$ cat src/rtl/gbfact_loader.sv
// Activation loader: splits a dense activation stream into packed nonzeros, a per-block
// MSB-first nonzero bitmap and, when GBFVNACT_EN is defined, a per-block nonzero count.
module gbfact_loader #(
    parameter int DATA_WIDTH   = 8,
    parameter int BLOCK_DEPTH  = 32,
    parameter int ADDR_WIDTH   = 12,
    parameter int NUMBLK_WIDTH = 16
) (
    input  logic                           clk,
    input  logic                           rst_n,
    input  logic                           Cfg_Start,
    input  logic [NUMBLK_WIDTH-1:0]        Cfg_NumBlk,
    input  logic                           IN_Val,
    output logic                           IN_Rdy,
    input  logic [DATA_WIDTH-1:0]          IN_Dat,
    output logic                           GBFACT_EnWr,
    output logic [ADDR_WIDTH-1:0]          GBFACT_AddrWr,
    output logic [DATA_WIDTH-1:0]          GBFACT_DatWr,
    output logic                           GBFFLGACT_EnWr,
    output logic [ADDR_WIDTH-1:0]          GBFFLGACT_AddrWr,
    output logic [BLOCK_DEPTH-1:0]         GBFFLGACT_DatWr,
`ifdef GBFVNACT_EN
    output logic                           GBFVNACT_EnWr,
    output logic [ADDR_WIDTH-1:0]          GBFVNACT_AddrWr,
    output logic [$clog2(BLOCK_DEPTH)-1:0] GBFVNACT_DatWr,
`endif
    output logic                           GBFACT_Val,
    output logic                           GBFFLGACT_Val,
    output logic                           Busy,
    output logic                           Ovf
);

    localparam int CNT_W = $clog2(BLOCK_DEPTH);

    typedef enum logic [1:0] {S_IDLE, S_LOAD, S_FLUSH, S_DONE} state_t;

    state_t                   r_state, w_state_nxt;
    logic                     w_start, w_acc, w_nz, w_blk_end, w_last_blk;
    logic [NUMBLK_WIDTH-1:0]  r_numblk, r_blk_cnt;
    logic [CNT_W-1:0]         r_beat;
    logic [ADDR_WIDTH-1:0]    r_act_addr, r_flg_addr;
    logic [BLOCK_DEPTH-1:0]   r_flags, w_flags_nxt;
    logic                     r_ovf;
    logic                     r_act_en, r_flg_en;
    logic [ADDR_WIDTH-1:0]    r_act_addr_o, r_flg_addr_o;
    logic [DATA_WIDTH-1:0]    r_act_dat;
    logic [BLOCK_DEPTH-1:0]   r_flg_dat;
`ifdef GBFVNACT_EN
    logic [CNT_W-1:0]         r_cnt, w_cnt_nxt, r_vn_dat;
`endif

    assign w_acc       = IN_Val && (r_state == S_LOAD);
    assign w_nz        = (IN_Dat != '0);
    assign w_blk_end   = (r_beat == CNT_W'(BLOCK_DEPTH - 1));
    assign w_last_blk  = (r_blk_cnt == (r_numblk - 1'b1));
    // Shift-in keeps beat 0 in the MSB once the block is complete.
    assign w_flags_nxt = {r_flags[BLOCK_DEPTH-2:0], w_nz};
`ifdef GBFVNACT_EN
    assign w_cnt_nxt   = r_cnt + CNT_W'(w_nz);
`endif

    always_ff @(posedge clk) begin
        if (!rst_n) r_state <= S_IDLE;
        else        r_state <= w_state_nxt;
    end

    always_comb begin
        w_start     = 1'b0;
        w_state_nxt = r_state;
        case (r_state)
            S_IDLE, S_DONE: begin
                if (Cfg_Start) begin
                    w_start     = 1'b1;
                    w_state_nxt = (Cfg_NumBlk == '0) ? S_DONE : S_LOAD;
                end
            end
            S_LOAD:  if (w_acc && w_blk_end && w_last_blk) w_state_nxt = S_FLUSH;
            S_FLUSH: w_state_nxt = S_DONE;
            default: w_state_nxt = S_IDLE;
        endcase
    end

    always_ff @(posedge clk) begin
        if (!rst_n) begin
            r_numblk     <= '0;
            r_blk_cnt    <= '0;
            r_beat       <= '0;
            r_act_addr   <= '0;
            r_flg_addr   <= '0;
            r_flags      <= '0;
            r_ovf        <= 1'b0;
            r_act_en     <= 1'b0;
            r_flg_en     <= 1'b0;
            r_act_addr_o <= '0;
            r_flg_addr_o <= '0;
            r_act_dat    <= '0;
            r_flg_dat    <= '0;
`ifdef GBFVNACT_EN
            r_cnt        <= '0;
            r_vn_dat     <= '0;
`endif
        end else begin
            r_act_en <= 1'b0;
            r_flg_en <= 1'b0;
            if (w_start) begin
                r_numblk   <= Cfg_NumBlk;
                r_blk_cnt  <= '0;
                r_beat     <= '0;
                r_act_addr <= '0;
                r_flg_addr <= '0;
                r_flags    <= '0;
                r_ovf      <= 1'b0;
`ifdef GBFVNACT_EN
                r_cnt      <= '0;
`endif
            end else if (w_acc) begin
                r_beat  <= r_beat + 1'b1;
                r_flags <= w_blk_end ? '0 : w_flags_nxt;
`ifdef GBFVNACT_EN
                r_cnt   <= w_blk_end ? '0 : w_cnt_nxt;
`endif
                if (w_nz) begin
                    r_act_en     <= 1'b1;
                    r_act_addr_o <= r_act_addr;
                    r_act_dat    <= IN_Dat;
                    r_act_addr   <= r_act_addr + 1'b1;
                    if (&r_act_addr) r_ovf <= 1'b1;
                end
                if (w_blk_end) begin
                    r_flg_en     <= 1'b1;
                    r_flg_addr_o <= r_flg_addr;
                    r_flg_dat    <= w_flags_nxt;
                    r_flg_addr   <= r_flg_addr + 1'b1;
                    r_blk_cnt    <= r_blk_cnt + 1'b1;
`ifdef GBFVNACT_EN
                    r_vn_dat     <= w_cnt_nxt;
`endif
                end
            end
        end
    end

    assign IN_Rdy           = (r_state == S_LOAD);
    assign Busy             = (r_state == S_LOAD) || (r_state == S_FLUSH);
    assign GBFACT_Val       = (r_state == S_DONE);
    assign GBFFLGACT_Val    = (r_state == S_DONE);
    assign Ovf              = r_ovf;
    assign GBFACT_EnWr      = r_act_en;
    assign GBFACT_AddrWr    = r_act_addr_o;
    assign GBFACT_DatWr     = r_act_dat;
    assign GBFFLGACT_EnWr   = r_flg_en;
    assign GBFFLGACT_AddrWr = r_flg_addr_o;
    assign GBFFLGACT_DatWr  = r_flg_dat;
`ifdef GBFVNACT_EN
    assign GBFVNACT_EnWr    = r_flg_en;
    assign GBFVNACT_AddrWr  = r_flg_addr_o;
    assign GBFVNACT_DatWr   = r_vn_dat;
`endif

endmodule

$ cat config.mk
export PLATFORM = sky130hd
export DESIGN_NAME = gbfact_loader
export DESIGN_NICKNAME = d
export VERILOG_FILES = /design/src/rtl/gbfact_loader.sv
export SDC_FILE = /design/constraint.sdc
export NUM_CORES = 1
export LEC_CHECK = 0
export ABC_CLOCK_PERIOD_IN_PS = 3700
export CAP_MARGIN = 25
export CELL_PAD_IN_SITES_DETAIL_PLACEMENT = 1
export CELL_PAD_IN_SITES_GLOBAL_PLACEMENT = 1
export CORE_ASPECT_RATIO = 0.5
export CORE_MARGIN = 10
export CORE_UTILIZATION = 34
export CTS_CLUSTER_DIAMETER = 50
export CTS_CLUSTER_SIZE = 12
export DETAILED_ROUTE_END_ITERATION = 10
export HOLD_SLACK_MARGIN = 0.1
export PLACE_DENSITY = 0.8
export SYNTH_ARGS = -nofsm -noshare
export SYNTH_HDL_FRONTEND = slang
export SYNTH_SLANG_ARGS = --single-unit
$ cat constraint.sdc
create_clock -name clk -period 3.7 [get_ports clk]
set_input_delay 0.37 -clock clk [delete_from_list [all_inputs] [get_ports clk]]
set_output_delay 0.37 -clock clk [all_outputs]
set_load 0.05 [all_outputs]
* Word-level counts from Yosys, hierarchy flattened *
Index checks and enable logic that the tools add are counted.

word-level totals
  logic and storage cells = 54
  flip-flop bits (word level) = 161
  input bits = 28
  output and inout port bits = 71

cells by class
  bitwise operators = 3
  add/subtract/negate cells = 5
  reductions and logical operators = 16
  muxes and demuxes = 9
  equal/unequal tests = 7

operator list
  operator                                               number
  two-way mux 31 bit                                     1
  adder 12 x 1 -> 12 bit, second input constant          2
  adder 16 x 1 -> 16 bit, second input constant          1
  equality test 16 bit                                   1
  zero test 16 bit                                       1
  subtractor 16 x 1 -> 16 bit, second input constant     1
  AND reduction 14 bit                                   1
  nonzero test 8 bit                                     1
  two-way mux 2 bit                                      3
  case mux 2 bit (3 select lines)                        1
  AND reduction 2 bit                                    3
  AND reduction 3 bit                                    2
  adder 5 x 1 -> 5 bit, second input constant            1
  equality test 5 bit, second input constant             1
  equality test 2 bit, second input constant             2
  two-way mux 1 bit                                      4
  OR reduction 2 bit                                     2
  logical AND 1 bit                                      3
  NOT 1 bit                                              3
  OR reduction 3 bit                                     1
  equality test 2 x 1 -> 1 bit, second input constant    1
  zero test 2 bit                                        1
  inequality test 2 x 1 -> 1 bit, second input constant  1
  inequality test 2 bit, second input constant           1
  logical OR 1 bit                                       1

* Longest topological paths before layout *
Gate-level depths: netlist of the first run.

  depth after elaboration = 6
  gate-level depth with buffers = 10
  mapped depth without buffers = 10

* Least setup slack after synthesis of the first run *
OpenSTA, ideal clock, no wires.

  path kind = register -> register
  from = reg r_numblk[0]
  to = reg r_state[1]
  setup slack = 1.011 ns
  library setup time = 0.127 ns
  buffers on the path = 1
  data arrival time = 2.563 ns
  cell stages (with the launch flop) = 11
  required time = 3.573 ns
  path through = dfxtp_1 > inv_1 > ha_1 > or4b_2 > clkbuf_1 > nor4_1 > xnor2_1 > o211ai_1 > or4_1 > a311oi_1 > a211oi_1

on the way
  word-level cells in the longest chain between the ends = 5

RTL lines
  what                                      line  source
  from (decl)                               39    logic [NUMBLK_WIDTH-1:0] r_numblk, r_blk_cnt;
  from (signal assigned)                    106   r_numblk <= Cfg_NumBlk;
  subtractor 16 x 1 -> 16 bit               55    assign w_last_blk = (r_blk_cnt == (r_numblk - 1'b1));
  equality test 16 bit                      55
  logical AND 1 bit                         77    S_LOAD: if (w_acc && w_blk_end && w_last_blk) w_state_nxt = S_FLUSH;
  inequality test 2 x 1 -> 1 bit (no line)  --
  AND reduction 2 bit (no line)             --
  to (signal assigned)                      64    else r_state <= w_state_nxt;
  to (decl)                                 37    state_t r_state, w_state_nxt;

Every way passes these cells.
A chain may end at the register's enable or synchronous reset.

* Worst setup path after layout of the first run *
Same ends and word-level chain as after synthesis.

==> summary.md, run 1 <==
| Metric | Value |
|---|---|
| DR iter-0 viols | 222 |
| CTS clock-pin slew for the worst setup and hold paths | 0.07 ns |
| Leakage | 2.84 nW |
| Syn avg cell area | 8.03 um2 |
| GP Congestion | a little under 0.8 |
| Fin. Hold Viols | 0 |
| Worst slew margin | 0.308 |
| Antenna cells | 0 |
| Hold Crit Start | GBFACT_AddrWr[10]$_SDFFE_PN0P_ |
| Synth top area share | 0.489 |
| Reg2reg end | r_state[1]$_SDFFE_PN0P_ |
| Worst slew pin tran | around 1.0 ns |
| Final max-slew violation count | 0 |
| Tmin final | 3.18 ns |
| Port bufs | 98 |
| CTS Buf Count | 17 |
| Fillers | 2,235 |
| CP startpoint kind | register |
| Sequential area share after synthesis | 0.489 |
| Fmax | approximately 310 MHz |
| H-tree depth | 4 |
| Max IR drop VDD | around 0.41 mV |
| Syn nets | between 800 and 900 |
| Skew-Pair Late Insertion Delay | 0.43 ns |
| Sequential Area | 3220 um2 |
| Vias in the first global route | 6,201 |
| Largest area contributor in the synthesized netlist | dfxtp_1 |
| Unrepaired setup endpoints after global routing | no |
| Area contributors post-synth | dfxtp_1 49%, nand2_1 12%, a21oi_1 9.4% |
| Area Growth Syn to Fin | 26.7% |
| Hold Path Sink | GBFACT_AddrWr[10]$_SDFFE_PN0P_ |
| Largest net degree at the start of global routing | 80 |
| Clock skew | 0.0112 ns |
| Crit path DAT | approximately 3.5 ns |
| Worst Setup End Kind | register |
| Io pins | a little under 100 |
| Final setup fails | 0 |
| Number of nets in the layout | 931 |
| Gr usage total | 0.155 |
| Grt ovf | 0 |
| Run status | finished clean |
| First-pass GRT wire length | 32.7 mm |
| Final Cycle Share | 0.860 |
| Mapped Area | 6590 um2 |
| Final antenna-violating net count | 0 |
| Routed WL per cell | between 15 and 20 um |
| WHS | 0.458 ns |
| DR pass1 iterations | 4 |
| Post-Synthesis Cells | around 800 |
| Die ar. | 25,700 um2 |
| CP Data Required Time | 4.04 ns |
| Num Clock Sinks | 161 |
| Worst-path fanout max | 6 |
| Flop-to-flop setup slack | 0.52 ns |
| Placed Instances | 1,133 |
| Ys async rst share | 0 |
| Residual DRC | 0 |
| Most frequent cells after synthesis | 216 x nand2_1, 161 x dfxtp_1, 124 x a21oi_1, 60 x nor2_1, 47 x clkbuf_1 |
| Post-synth EDFFs | 0 |
| Routed WL | 19.7 mm |
| CP Class | reg -> reg |
| Min-Delay Path Class | reg -> reg |
| Pwr Total | around 0.0047 W |
| Min-Delay Path Depth | 2 |
| Clock root buffer | clkbuf_16 |
| Starting Density | 0.353 |
| Main synth FF type | dfxtp_1 |
| Via count | between 5,000 and 6,000 |
| Sum Neg Setup Slack | 0 ns |
| Die H | 118 um |
| Count of cell types in the netlist | 45 |
| Cts hold-fix bufs | 0 |
| R2r startpoint | r_numblk[0]$_SDFFE_PN0P_ |
| Synth warn | 0 |
| Initial antenna violation count | 0 |
| Area of the multi-input gates | 3130 um2 |
| Most common cell in the netlist | nand2_1 |
| Max_cap viols | 0 |
| Vias per inst | 5.03 |
| Post-cts sizing count | 0 |
| Reg2Reg Depth | 9 |
| CTS tree | done |
| Hpwl dp | between 10 and 15 mm |
| Longest Clk Path Bufs | 2 |
| Layout cells sized above 1 | 0.0562 |
| Setup Buffers After CTS | 0 |
| Core Area | about 19,000 um2 |
| Cell Rows | 35 |
| Power Density | 561 nW/um2 |
| Die width | 217 um |
| Synthesized flop and latch total | 161 |
| Finished Layout Cells | about 1,200 |
stage by stage:
stage / setup WS (ns) / util / area, um2
global placement: 0.687 / 0.415 / 7750
floorplan: 1.01 / - / 6590
finish: 0.519 / 0.447 / 8360
global route: 0.316 / 0.447 / 8360
detailed placement: 0.638 / 0.415 / 7750
CTS: 0.484 / 0.446 / 8340
cells by family after synthesis:
| group | after synthesis | synth area share |
|---|---|---|
| multiplexers | 3 | 0.00550 |
| XOR/XNOR | 54 | 0.0717 |
| AND/OR/NAND/NOR | 382 | 0.258 |
| buffers and inverters | 62 | 0.0376 |
| AO/OA/AOI/OAI | 150 | 0.121 |
| flip-flops | 161 | 0.489 |
| adder cells (fa/ha/maj) | 9 | 0.0171 |
how the worst max path moves through the flow:
stage,slack (ns),cells past startpoint,endpoint,start
3_3_place_gp,0.69,9,r_state[1]$_SDFFE_PN0P_,r_numblk[0]$_SDFFE_PN0P_
4_1_cts,0.48,9,r_state[1]$_SDFFE_PN0P_,r_numblk[0]$_SDFFE_PN0P_
6_report,0.52,9,r_state[1]$_SDFFE_PN0P_,r_numblk[0]$_SDFFE_PN0P_
3_5_place_dp,0.64,9,r_state[1]$_SDFFE_PN0P_,r_numblk[0]$_SDFFE_PN0P_
2_1_floorplan,1.01,10,r_state[1]$_SDFFE_PN0P_,r_numblk[0]$_SDFFE_PN0P_
5_1_grt,0.32,9,r_state[1]$_SDFFE_PN0P_,r_numblk[0]$_SDFFE_PN0P_
flip-flops by register name, indices dropped and copies added (netlist names):
signal and count:
Ovf 1, GBFACT_EnWr 1, GBFFLGACT_DatWr 32, r_blk_cnt 16, r_act_addr 12, r_numblk 16, GBFACT_DatWr 8, GBFFLGACT_AddrWr 12
GBFFLGACT_EnWr 1, GBFACT_AddrWr 12, r_state 2, r_flg_addr 12, r_flags 31, r_beat 5
power breakdown:
part / total [W] / internal, W / switching (W)
Sequential: 0.00189 / 0.00180 / 0.0000880
Clock: 0.00178 / 0.00101 / 0.000766
Combinational: 0.00102 / 0.000343 / 0.000681
layer usage:
layer	global-route usage	up-vias	wire, um	part of all wire
met2	0.275	77	10200	0.51
met3	0.0293	29	620	0.031
met1	0.181	2866	8580	0.43
met4	0.0578	0	372	0.019
met5	0	-	0	0
li1	-	2892	-	-
cell usage in the layout (no fill, tap or decap), drive strengths merged, types with 3 or more instances in the layout:
master / count
dfxtp: 161
nor2b: 3
nand3: 32
inv: 15
and2: 3
clkdlybuf4s50: 98
nor4: 10
and4: 3
buf: 8
a21oi: 124
ha: 9
nor3: 7
o21ai: 9
clkbuf: 19
clkinv: 6
nand2: 216
xor2: 35
xnor2: 19
and3: 17
nor2: 60
nand4: 15
or3: 9
worst max-delay path, stage by stage, from the launching register on:
cell and delay [ns]:
dfxtp_1 0.35, inv_1 0.07, ha_1 0.27, or4b_2 0.75, nor4_1 0.39, xnor2_1 0.21
o211ai_1 0.15, o41ai_1 0.55, nand2_1 0.11, a211oi_1 0.26
area by class of cell:
cell class / instances / share of cell area
multi-input cells: 598 / 0.375
clock buffers: 19 / 0.0518
clock inverters: 13 / 0.0181
repair buffers: 106 / 0.126
flip-flops and latches: 161 / 0.386
well taps: 259 / 0.0388
inverters: 10 / 0.00449
Note: power is estimated with default switching activity, not from simulation.
==> inputs of run 2 (changes only) <==
--- a/config.mk
+++ b/config.mk
@@ -17,6 +17,7 @@
 export DETAILED_ROUTE_END_ITERATION = 10
 export HOLD_SLACK_MARGIN = 0.1
 export PLACE_DENSITY = 0.8
+export SLEW_MARGIN = 20
 export SYNTH_ARGS = -nofsm -noshare
 export SYNTH_HDL_FRONTEND = slang
 export SYNTH_SLANG_ARGS = --single-unit
==> summary.md, run 2 (synthesized netlist as in run 1, its figures left out) <==
| Metric | Value |
|---|---|
| Run status | finished clean |
| Max_cap viols | 0 (unchanged) |
| Final setup fails | 0 (unchanged) |
| Cell Rows | 35 (unchanged) |
| Num Clock Sinks | 161 (unchanged) |
| Pwr Total | 0.00470 W (+0.13%) |
| Vias in the first global route | 6,201 (unchanged) |
| Fmax | 312 MHz (-0.73%) |
| Final antenna-violating net count | 0 (unchanged) |
| Setup Buffers After CTS | 0 (unchanged) |
| First-pass GRT wire length | 32.7 mm (unchanged) |
| Area Growth Syn to Fin | 27.1% |
| Crit path DAT | 3.54 ns (about the same) |
| Cts hold-fix bufs | 0 (unchanged) |
| Sum Neg Setup Slack | 0 ns (unchanged) |
| Hpwl dp | 13.4 mm (unchanged) |
| Skew-Pair Late Insertion Delay | 0.42 ns (about the same) |
| Antenna cells | 0 (unchanged) |
| Routed WL per cell | 17.0 um (+0.15%) |
| Layout cells sized above 1 | 0.0573 (+0.00104) |
| Setup slack after layout | 0.496 ns (-0.0234 ns) |
| DR iter-0 viols | 253 (+14%) |
| GRT busiest layer | met2 |
| Commonest non-fill, non-tap cell in the layout | nand2_1 |
| Power Density | 560 nW/um2 (-0.14%) |
| Worst slew pin tran | 0.958 ns (-0.0796 ns) |
| Unrepaired setup endpoints after global routing | no |
| Min-Delay Path Class | reg -> reg |
| Die width | 217 um (unchanged) |
| CP Class | reg -> reg |
| CTS Buf Count | 17 (unchanged) |
| Dpl ws | 0.638 ns (unchanged) |
| Longest Clk Path Bufs | 2 (unchanged) |
| WHS | 0.458 ns (-0.0000740 ns) |
| Die H | 118 um (unchanged) |
| CP Data Required Time | 4.04 ns (about the same) |
| Grt ovf | 0 (unchanged) |
| CP startpoint kind | register |
| Via count | 5,915 (+0.87%) |
| Global routing usage on met1 | 0.181 (unchanged) |
| Leakage | 2.85 nW (+0.38%) |
| Routed WL | 19.8 mm (+0.24%) |
| CTS clock-pin slew for the worst setup and hold paths | 0.07 ns (about the same) |
| GR Util met3 | 0.0293 (unchanged) |
| DR pass1 iterations | 4 (unchanged) |
| GP Congestion | 0.795 (unchanged) |
| Post-cts sizing count | 0 (unchanged) |
| Final max-slew violation count | 0 (unchanged) |
| Worst-path fanout max | 6 (unchanged) |
| Clock root buffer | clkbuf_16 |
| Fin. Hold Viols | 0 (unchanged) |
| Met2 GRT Util | 0.275 (unchanged) |
| CTS tree | done |
| Max FFs per register | 32 (unchanged) |
| Initial antenna violation count | 0 (unchanged) |
| Worst slew margin | 0.362 (+0.0538) |
| Worst Setup End Kind | register |
| Final core utilization | 0.448 (+0.00121) |
| Core Area | 18,700 um2 (unchanged) |
| Final Cycle Share | 0.866 (+0.00631) |
| Number of nets in the layout | 932 (+0.11%) |
| Die ar. | 25,700 um2 (unchanged) |
| Io pins | 99 (unchanged) |
| Max IR drop VDD | 0.407 mV (-0.96%) |
| Clock skew | 0.00755 ns (-0.00370 ns) |
| Largest net degree at the start of global routing | 80 (unchanged) |
| Most frequent cells in the layout | 215 x nand2_1, 161 x dfxtp_1, 124 x a21oi_1, 98 x clkdlybuf4s50_1, 59 x nor2_1 |
| Tmin final | 3.20 ns (+0.0234 ns) |
| Starting Density | 0.353 (unchanged) |
| Vias per inst | 5.07 (+0.78%) |
| Gr usage total | 0.155 (unchanged) |
| H-tree depth | 4 (unchanged) |
| Port bufs | 98 (unchanged) |
| Residual DRC | 0 (unchanged) |
[run 2: cell types whose count changed in the layout (fill, tap and decap cells not counted), sizes merged]
cell and change:
buf +1
[run 2: area by class of cell]
type,instances,area (um2)
multi-input combinational,598,3130
sequential,161,3220
tap,259,324
clock buffer,19,433
fill,2235,10300
inverter,10,37.5
timing repair buffer,107,1080
clock inverter,13,151
[run 2: metrics by stage]
step / cells / instance area [um2]
after floorplan: 821 / 6590
after global placement: 1133 / 7750
after detailed placement: 1133 / 7750
after CTS: 1165 / 8340
after global routing: 1167 / 8380
final: 1167 / 8380
[run 2: worst max-delay path, stage by stage (launching register included)]
cell	delay, ns
dfxtp_1	0.36
inv_1	0.07
ha_1	0.26
or4b_2	0.75
nor4_1	0.39
xnor2_1	0.21
o211ai_1	0.16
o41ai_1	0.55
nand2_1	0.11
a211oi_1	0.26
[run 2: path summary, 6_finish.rpt]
path	start	endpoint	slack (ns)	cells after the start
worst min-delay path	GBFFLGACT_DatWr[14]$_SDFFE_PN0P_	GBFFLGACT_DatWr[14]$_SDFFE_PN0P_	0.46	2
worst max register to register	r_numblk[0]$_SDFFE_PN0P_	r_state[1]$_SDFFE_PN0P_	0.50	9
worst max-delay path	r_numblk[0]$_SDFFE_PN0P_	r_state[1]$_SDFFE_PN0P_	0.50	9
worst min register to register	GBFFLGACT_DatWr[14]$_SDFFE_PN0P_	GBFFLGACT_DatWr[14]$_SDFFE_PN0P_	0.46	2
[run 2: per-layer routing]
metal	vias up	share of wire	routed length (um)
met5	-	0	0
met4	0	0.021	410
met2	75	0.51	10100
met1	2913	0.44	8770
met3	31	0.026	515
li1	2896	-	-
[run 2: power by group]
part           total, W  internal [W]  leakage (nW)  switching (W)
combinational   0.00103      0.000343          1.26       0.000684
sequential      0.00189       0.00180          1.30      0.0000887
clock           0.00178       0.00101         0.289       0.000768
